## src/rtl/mips_multicycle_core.sv

```systemverilog
// Multi-cycle MIPS-subset core with a single shared word memory port.
// Sequence per instruction: FETCH -> DECODE -> EXEC -> (MEM) -> (WB).
// The memory port outputs are registered, so addr/we/wdata are held
// constant for as long as a transfer is outstanding.
// Memory handshake: a transfer is outstanding while mem_req=1. It completes
// on the rising edge where mem_req=1 and mem_ready=1. mem_addr, mem_we and
// mem_wdata stay stable until that edge. mem_ready is ignored while mem_req=0.
module mips_multicycle_core #(
  parameter logic [31:0] RESET_PC = 32'h0000_3000,
  parameter int unsigned MEM_AW   = 30,
  parameter bit          HALT_ILL = 1'b1
) (
  input  logic              Clk,
  input  logic              Reset,
  output logic              mem_req,
  output logic              mem_we,
  output logic [MEM_AW-1:0] mem_addr,
  output logic [31:0]       mem_wdata,
  input  logic [31:0]       mem_rdata,
  input  logic              mem_ready,
  output logic              halted,
  output logic [31:0]       pc_dbg,
  output logic [2:0]        state_dbg
);

  typedef enum logic [2:0] {
    FETCH  = 3'd0,
    DECODE = 3'd1,
    EXEC   = 3'd2,
    MEM    = 3'd3,
    WB     = 3'd4,
    HALT   = 3'd5
  } state_t;

  state_t state, state_n;

  logic [31:0] pc, pc_n;
  logic [31:0] ir;
  logic [31:0] a_q, b_q;
  logic [31:0] alu_out, alu_res;
  logic [31:0] mdr;
  logic [31:0] gpr [32];

  logic              req_n, we_n;
  logic [MEM_AW-1:0] addr_n;
  logic [31:0]       wdata_n;
  logic              ir_load, ab_load, alu_load, mdr_load, gpr_we;

  // Instruction fields
  logic [5:0]  op, funct;
  logic [4:0]  rs, rt, rd;
  logic [15:0] imm;
  logic [31:0] sext, zext, br_off, j_target;

  assign op       = ir[31:26];
  assign rs       = ir[25:21];
  assign rt       = ir[20:16];
  assign rd       = ir[15:11];
  assign funct    = ir[5:0];
  assign imm      = ir[15:0];
  assign sext     = {{16{imm[15]}}, imm};
  assign zext     = {16'h0000, imm};
  assign br_off   = {sext[29:0], 2'b00};
  assign j_target = {pc[31:28], ir[25:0], 2'b00};

  logic is_r, r_alu, r_nop, is_addiu, is_ori, is_lui, is_lw, is_sw;
  logic is_beq, is_bne, is_j, legal, taken;
  logic [4:0]  wb_dest;
  logic [31:0] wb_data;
  logic        wb_en;

  // Opcode/funct decode, legality and writeback selection
  always_comb begin
    is_r     = (op == 6'h00);
    r_alu    = is_r && (funct == 6'h21 || funct == 6'h23 || funct == 6'h24 ||
                        funct == 6'h25 || funct == 6'h2A);
    r_nop    = is_r && (funct == 6'h00);
    is_addiu = (op == 6'h09);
    is_ori   = (op == 6'h0D);
    is_lui   = (op == 6'h0F);
    is_lw    = (op == 6'h23);
    is_sw    = (op == 6'h2B);
    is_beq   = (op == 6'h04);
    is_bne   = (op == 6'h05);
    is_j     = (op == 6'h02);
    legal    = r_alu || r_nop || is_addiu || is_ori || is_lui || is_lw ||
               is_sw || is_beq || is_bne || is_j;
    taken    = (is_beq && (a_q == b_q)) || (is_bne && (a_q != b_q));
    wb_dest  = is_r ? rd : rt;
    wb_data  = is_lw ? mdr : alu_out;
    // An illegal instruction that reaches WB (HALT_ILL=0) writes nothing.
    wb_en    = (r_alu || is_addiu || is_ori || is_lui || is_lw) && (wb_dest != 5'd0);
  end

  // ALU: R-type by funct, immediates by opcode; lw/sw use the add path
  always_comb begin
    alu_res = 32'h0;
    if (is_r) begin
      case (funct)
        6'h21:   alu_res = a_q + b_q;
        6'h23:   alu_res = a_q - b_q;
        6'h24:   alu_res = a_q & b_q;
        6'h25:   alu_res = a_q | b_q;
        6'h2A:   alu_res = {31'h0, ($signed(a_q) < $signed(b_q))};
        default: alu_res = 32'h0;
      endcase
    end else if (is_ori) begin
      alu_res = a_q | zext;
    end else if (is_lui) begin
      alu_res = {imm, 16'h0000};
    end else begin
      alu_res = a_q + sext;
    end
  end

  // Next state, PC update, memory-port next values and datapath strobes
  always_comb begin
    state_n  = state;
    pc_n     = pc;
    req_n    = mem_req;
    we_n     = mem_we;
    addr_n   = mem_addr;
    wdata_n  = mem_wdata;
    ir_load  = 1'b0;
    ab_load  = 1'b0;
    alu_load = 1'b0;
    mdr_load = 1'b0;
    gpr_we   = 1'b0;
    case (state)
      FETCH: begin
        if (!mem_req) begin
          // Only after reset: the request is raised one cycle into FETCH.
          req_n  = 1'b1;
          we_n   = 1'b0;
          addr_n = pc[MEM_AW+1:2];
        end else if (mem_ready) begin
          ir_load = 1'b1;
          pc_n    = pc + 32'd4;
          req_n   = 1'b0;
          state_n = DECODE;
        end
      end
      DECODE: begin
        ab_load = 1'b1;
        if (!legal && HALT_ILL) state_n = HALT;
        else                    state_n = EXEC;
      end
      EXEC: begin
        alu_load = 1'b1;
        if (is_beq || is_bne || is_j) begin
          if (is_j)       pc_n = j_target;
          else if (taken) pc_n = pc + br_off;
          state_n = FETCH;
          req_n   = 1'b1;
          we_n    = 1'b0;
          addr_n  = pc_n[MEM_AW+1:2];
        end else if (is_lw || is_sw) begin
          state_n = MEM;
          req_n   = 1'b1;
          we_n    = is_sw;
          addr_n  = alu_res[MEM_AW+1:2];
          wdata_n = b_q;
        end else begin
          state_n = WB;
        end
      end
      MEM: begin
        if (mem_ready) begin
          we_n = 1'b0;
          if (is_lw) begin
            mdr_load = 1'b1;
            req_n    = 1'b0;
            state_n  = WB;
          end else begin
            // Store done: next fetch request follows back-to-back.
            req_n   = 1'b1;
            addr_n  = pc[MEM_AW+1:2];
            state_n = FETCH;
          end
        end
      end
      WB: begin
        gpr_we  = wb_en;
        req_n   = 1'b1;
        we_n    = 1'b0;
        addr_n  = pc[MEM_AW+1:2];
        state_n = FETCH;
      end
      HALT: begin
        req_n = 1'b0;
        we_n  = 1'b0;
      end
      default: state_n = FETCH;
    endcase
  end

  // FSM state register
  always_ff @(posedge Clk or negedge Reset) begin
    if (!Reset) state <= FETCH;
    else        state <= state_n;
  end

  // Datapath, register file and memory-port registers
  always_ff @(posedge Clk or negedge Reset) begin
    if (!Reset) begin
      pc        <= {RESET_PC[31:2], 2'b00};
      ir        <= 32'h0;
      a_q       <= 32'h0;
      b_q       <= 32'h0;
      alu_out   <= 32'h0;
      mdr       <= 32'h0;
      mem_req   <= 1'b0;
      mem_we    <= 1'b0;
      mem_addr  <= '0;
      mem_wdata <= 32'h0;
      for (int i = 0; i < 32; i++) gpr[i] <= 32'h0;
    end else begin
      pc        <= pc_n;
      mem_req   <= req_n;
      mem_we    <= we_n;
      mem_addr  <= addr_n;
      mem_wdata <= wdata_n;
      if (ir_load)  ir      <= mem_rdata;
      if (ab_load) begin
        a_q <= (rs == 5'd0) ? 32'h0 : gpr[rs];
        b_q <= (rt == 5'd0) ? 32'h0 : gpr[rt];
      end
      if (alu_load) alu_out <= alu_res;
      if (mdr_load) mdr     <= mem_rdata;
      if (gpr_we)   gpr[wb_dest] <= wb_data;
    end
  end

  assign halted    = (state == HALT);
  assign pc_dbg    = pc;
  assign state_dbg = state;

endmodule

```

## config.mk

```make
export PLATFORM = sky130hd
export DESIGN_NAME = mips_multicycle_core
export DESIGN_NICKNAME = d
export VERILOG_FILES = /design/src/rtl/mips_multicycle_core.sv
export SDC_FILE = /design/constraint.sdc
export NUM_CORES = 2
export LEC_CHECK = 0
export BUFFER_PORTS_ARGS = -buffer_cell sky130_fd_sc_hd__buf_2
export CORE_ASPECT_RATIO = 1.75
export CORE_UTILIZATION = 37
export DETAILED_ROUTE_END_ITERATION = 6
export REMOVE_ABC_BUFFERS = 1
export SETUP_SLACK_MARGIN = 0.5
export SLEW_MARGIN = 40
export SYNTH_ARGS = -nofsm -noshare
export SYNTH_HDL_FRONTEND = slang
export SYNTH_SLANG_ARGS = --single-unit
```

## constraint.sdc

```tcl
create_clock -name Clk -period 5.4 [get_ports Clk]
set_clock_uncertainty 0.05 [all_clocks]
set_input_delay 0.27 -clock Clk [delete_from_list [all_inputs] [get_ports Clk]]
set_output_delay 0.27 -clock Clk [all_outputs]
set_load 0.01 [all_outputs]
```

# Word-level counts from Yosys, hierarchy flattened
# Cells that the tools add are included.
# classes
addsub	5
n_lt_le_gt_ge	5
eq_ne	28
muxes	58
n_bitwise	8
n_reduce_logical	45
# ops
op	n
bitwise mux 1024 bit	1
two-way mux 32 bit	16
binary-select mux 32 bit (select 5 bit)	2
demux 32 bit (select 5 bit)	1
case mux 32 bit (5 select lines)	1
two-way mux 30 bit	5
case mux 30 bit (4 select lines)	1
adder 32 bit	3
case mux 32 bit (2 select lines)	1
equality test 6 bit, second input constant	7
adder 32 x 3 -> 32 bit, second input constant	1
bitwise AND 32 bit	1
equality test 32 bit	1
< comparator 32 bit	1
!= test 32 bit	1
OR 32 x 16 -> 32 bit	1
OR 32 bit	1
subtractor 32 bit	1
logical OR 1 bit	21
two-way mux 3 bit	7
two-way mux 1 bit	19
equality test 6 x 4 -> 1 bit, second input constant	3
greater-or-equal comparator 6 bit, second input constant	3
inverter 5 -> 6 bit	3
24 further kinds	47
# word_totals
reg_bits	1283
out_inout_bits	100

# Longest topological paths before layout
# logic_depth
ltp_word	17
depth_mapped	15

# Worst setup path after synthesis
# OpenSTA, ideal clock, no wires.
# synth_path
path_type	reg-to-reg
from	register ir[15]
to	register mem_addr[29]
setup_time_ns	0.137
t_arrival_ns	3.710
t_required_ns	5.213
setup_slack_ns	1.503
stages_incl_launch_ff	15
path_buffers	2
period_less_slack_ns	3.897
path_cell_list	dfrtp_1 clkbuf_1 inv_1 clkbuf_1 ha_1 o21ai_0 o211ai_1 a31oi_1 nor2_1 or3_1 a21o_1 nor3b_1 o31a_1 a221oi_1 o32ai_1
# synth_via
elab_chain_cells	7
# synth_rtl
element	line_no	rtl
from (decl)	38	logic [31:0] ir;
from (signal assigned)	223	if (ir_load) ir <= mem_rdata;
adder 32 bit	112	alu_res = a_q + sext;
two-way mux 32 bit	109	end else if (is_lui) begin
two-way mux 32 bit	107	end else if (is_ori) begin
two-way mux 32 bit	98	if (is_r) begin
two-way mux 30 bit	157	end else if (is_lw || is_sw) begin
two-way mux 30 bit (*)	150	if (is_beq || is_bne || is_j) begin
case mux 30 bit (4 select lines) (*)	129	case (state)
to (signal assigned)	221	mem_addr <= addr_n;
to (decl)	17	output logic [MEM_AW-1:0] mem_addr,
# Every way passes the cells marked *; elsewhere a longest branch is shown, timed or not. The select of a mux whose other input is x is not followed.
# A chain may end at the register's enable or synchronous reset.

# Worst setup path after layout
# layout_path
from	register ir[29]
to	register gpr[218] (netlist name)
# layout_via
elab_chain_cells	8
# layout_rtl
element	line_no	rtl
zero test 6 bit	74	is_r = (op == 6'h00);
two-way mux 5 bit or logical AND 1 bit (tied branches)	89, 75	
inverter 5 -> 6 bit (implied by the code) or logical OR 1 bit (tied branches)	230, 92	
greater-or-equal comparator 6 bit (implied by the code), or another cell as far along	230	if (gpr_we) gpr[wb_dest] <= wb_data;
logical AND 1 bit (implied by the code) or logical OR 1 bit (tied branches)	230, 92	
two-way mux 32 bit (implied by the code) or logical OR 1 bit (tied branches)	230, 92	
demux 32 bit (select 5 bit) or logical AND 1 bit (tied branches)	230, 92	
bitwise mux 1024 bit or two-way mux 1 bit (tied branches)	230, 129	
to (signal, indexed assignment)	230	
to (decl)	42	logic [31:0] gpr [32];
# Several ways; a longest one is shown, not always the timed one.

==> flow_summary.json <==
{
  "final_common_cell": "dfrtp_1",
  "drive_above_1_share_pct": 20.1,
  "postSynthCellCount": 6866,
  "gp_congestion": 1.03,
  "min_period_ps": 4580,
  "finalHoldViolCount": 0,
  "grt_overflow": 0,
  "dp_slack_ps": 977,
  "final_max_slew_viol_count": 0,
  "yosysUniqueCellTypes": 92,
  "crit_arrival_ps": 5120,
  "core_area_sq_um": 194000,
  "slowest_delay_ps": 600,
  "total_power_uw": 39300,
  "cpLargestDelayFamily": "simple AND/OR/NAND/NOR gates",
  "finish.utilization_pct": 41.6,
  "crit_top_cell": "nand2_1",
  "cp-end-kind": "register",
  "r2r-start": "ir[29]",
  "worstPathCellList": "or3_1 > nor3_4 > nand2_1 > nand2_1 > o21ai_1 > a21oi_2 > and3_1 > nand2_4 > buf_12 > nand2_1 > o21ai_0",
  "initial_utilization_pct": 37.2,
  "cts_root_buf": "clkbuf_16",
  "wl_per_cell_um": 29.0,
  "io_buffers": 132,
  "place_hpwl_um": 186000,
  "finalCritPeriodShare_pct": 84.9,
  "ys_ff_latch": 1281,
  "final_area_sq_um": 80800,
  "drcViolationCount": 2,
  "p_per_area_nw_per_um2": 486,
  "dr.pass1.iters": 7,
  "hold_class": "input pin to async pin",
  "drt_wl_total_um": 274000,
  "clock_latency_ps": 740,
  "yosys.area.top_type_share_pct": 44.2,
  "vias": 57000,
  "grt_pass1_wl_um": 400000,
  "worst-path-buf-inv": 1,
  "final_cell_mix": "dfrtp_1, nand2_1, o21ai_0",
  "areaGrowthSynthToFinish_pct": 11.6,
  "drtAntennaViolNets": 0,
  "clkSlewWorstSetupHoldPaths_ps": 70,
  "synth_ff_type": "dfrtp_1",
  "ys_warn_count": 0,
  "antenna_found_initial": 12,
  "cts_max_path_buffers": 3,
  "post_dp_cell_area_sq_um": 76400,
  "rsz0062_at_grt": "no",
  "fin_cells": 9426,
  "die_w_um": 336,
  "crit_type": "register to register",
  "worstMarginPinSlew_ps": 968,
  "yosysTopAreaCell": "dfrtp_1",
  "synth_seq_area_share_pct": 44.3,
  "r2r_slack_ps": 820,
  "post-cts-setup-buffer-count": 0,
  "grt_pass1_vias": 57800,
  "setup_ws_ps": 817,
  "synth-edff-count": 0,
  "postSynthAreaPerCell_sq_um": 10.5,
  "die_y_um": 587,
  "grt_use_total_pct": 27.6,
  "fin_nets": 6940,
  "synth_area_leaders": "dfrtp_1, mux4_2, o21ai_0",
  "row_count": 214,
  "setup.worst_path.start": "ir[29]",
  "ff_latch_area_sq_um": 32100,
  "status": "finished, violations left",
  "clock-sinks": 1281,
  "synth_area_sq_um": 72400,
  "slowest_stage": "nor3_4",
  "drt-vias-per-instance": 6.05,
  "io_pins": 135,
  "numCtsBuffers": 116,
  "ctsHtreeMaxLevel": 3,
  "placed_cells": 9160,
  "required_ps": 5930,
  "synthArstFlopShare_pct": 100,
  "path_max_fanout": 43,
  "drv_cap": 0,
  "dieArea_sq_um": 198000,
  "grt_max_degree": 144,
  "fmax_ghz": 0.218,
  "vdd_drop_max_v": 0.000381,
  "nFillCells": 18600,
  "cp-start-kind": "register",
  "multi_input_area_sq_um": 37700,
  "drtIter0Drc": 5518,
  "setup_viol": 0,
  "p_leak_uw": 0.0345,
  "violations": "design-rule violations",
  "cts_tree": "yes",
  "slew_headroom_pct": 35.5
}
-- state kept, by name, summed over array words and instances, names as in the netlist --
signal and flops:
a_q 32, alu_out 32, b_q 32, gpr 1024, ir 32, mdr 32
mem_addr 30, mem_req 1, mem_wdata 32, mem_we 1, pc_dbg 30, state_dbg 3
-- timing repair --
item,4_1_cts,5_1_grt
endpoints found under the hold margin,562,0
setup endpoints to repair,0,0
gates resized for setup,0,0
hold buffers,35,0
-- final cells by class --
cell class	count	share of cell area (%)
clock inverters	59	0.759
diodes	5	0.0155
repair buffers	388	4.19
flip-flops and latches	1281	39.7
well taps	2592	4.01
clock buffers	160	4.05
inverters	132	0.613
multi-input cells	4809	46.6
-- through the flow --
stage	setup TNS [ps]	hold WS, ps
after floorplan	-8454330	-75.6
after global placement	0	242
after detailed placement	0	107
after CTS	0	135
after global routing	0	164
final	0	147
-- where the power goes --
part | switching (uW) | internal [uW] | leakage (uW) | total (uW)
logic | 11600 | 6480 | 0.0149 | 18100
registers | 1800 | 10700 | 0.0176 | 12500
clock network | 3990 | 4730 | 0.00192 | 8720
total | 17400 | 21900 | 0.0345 | 39300
-- final timing paths --
path,end,cells past startpoint
max in group asynchronous,gpr[520],5
worst max register to register,gpr[218],11
min in group Clk,ir[11],4
worst min-delay path,gpr[85],3
worst max-delay path,gpr[218],11
worst min register to register,gpr[1008],0
-- cells by family after synthesis --
family	count (synthesis)	share of synthesized area (%)
AOI/OAI and AO/OA	1946	15.5
xor gates and xnor gates	72	0.871
adders and majority gates	177	3.10
buffers and inverters	777	4.40
DFF	1281	44.3
muxes	846	21.6
other	1	0.00518
and+or+nand+nor	1766	10.3
-- per-layer routing --
layer,GRT usage [%],wire length [um],vias to the layer above
met4,17.5,20700,8
met2,46.7,134000,2559
met5,0,46,-
met3,4.59,19900,840
met1,32.3,98600,28800
li1,-,-,24800
-- worst register-to-register path, delay by kind of cell (launching register included) --
family                 cells  cell delay [ps]
AND/OR/NAND/NOR            7             2900
AO/OA/AOI/OAI              3              620
flip-flops                 1              480
buffers and inverters      1              390
-- synthesized netlist by cell type, types with 35 or more instances --
library cell / count
a21o_1: 37
a21oi_1: 527
a31oi_1: 42
buf_1: 42
buf_2: 148
clkbuf_1: 435
dfrtp_1: 1279
ha_1: 173
inv_1: 129
mux2_2: 148
mux2i_1: 140
mux4_2: 558
nand2_1: 951
nand3_1: 57
nor2_1: 483
nor2b_1: 42
nor3_1: 47
o211ai_1: 35
o21ai_0: 868
o22ai_1: 115
xnor2_1: 45
Note: power is estimated with default switching activity, not from simulation.
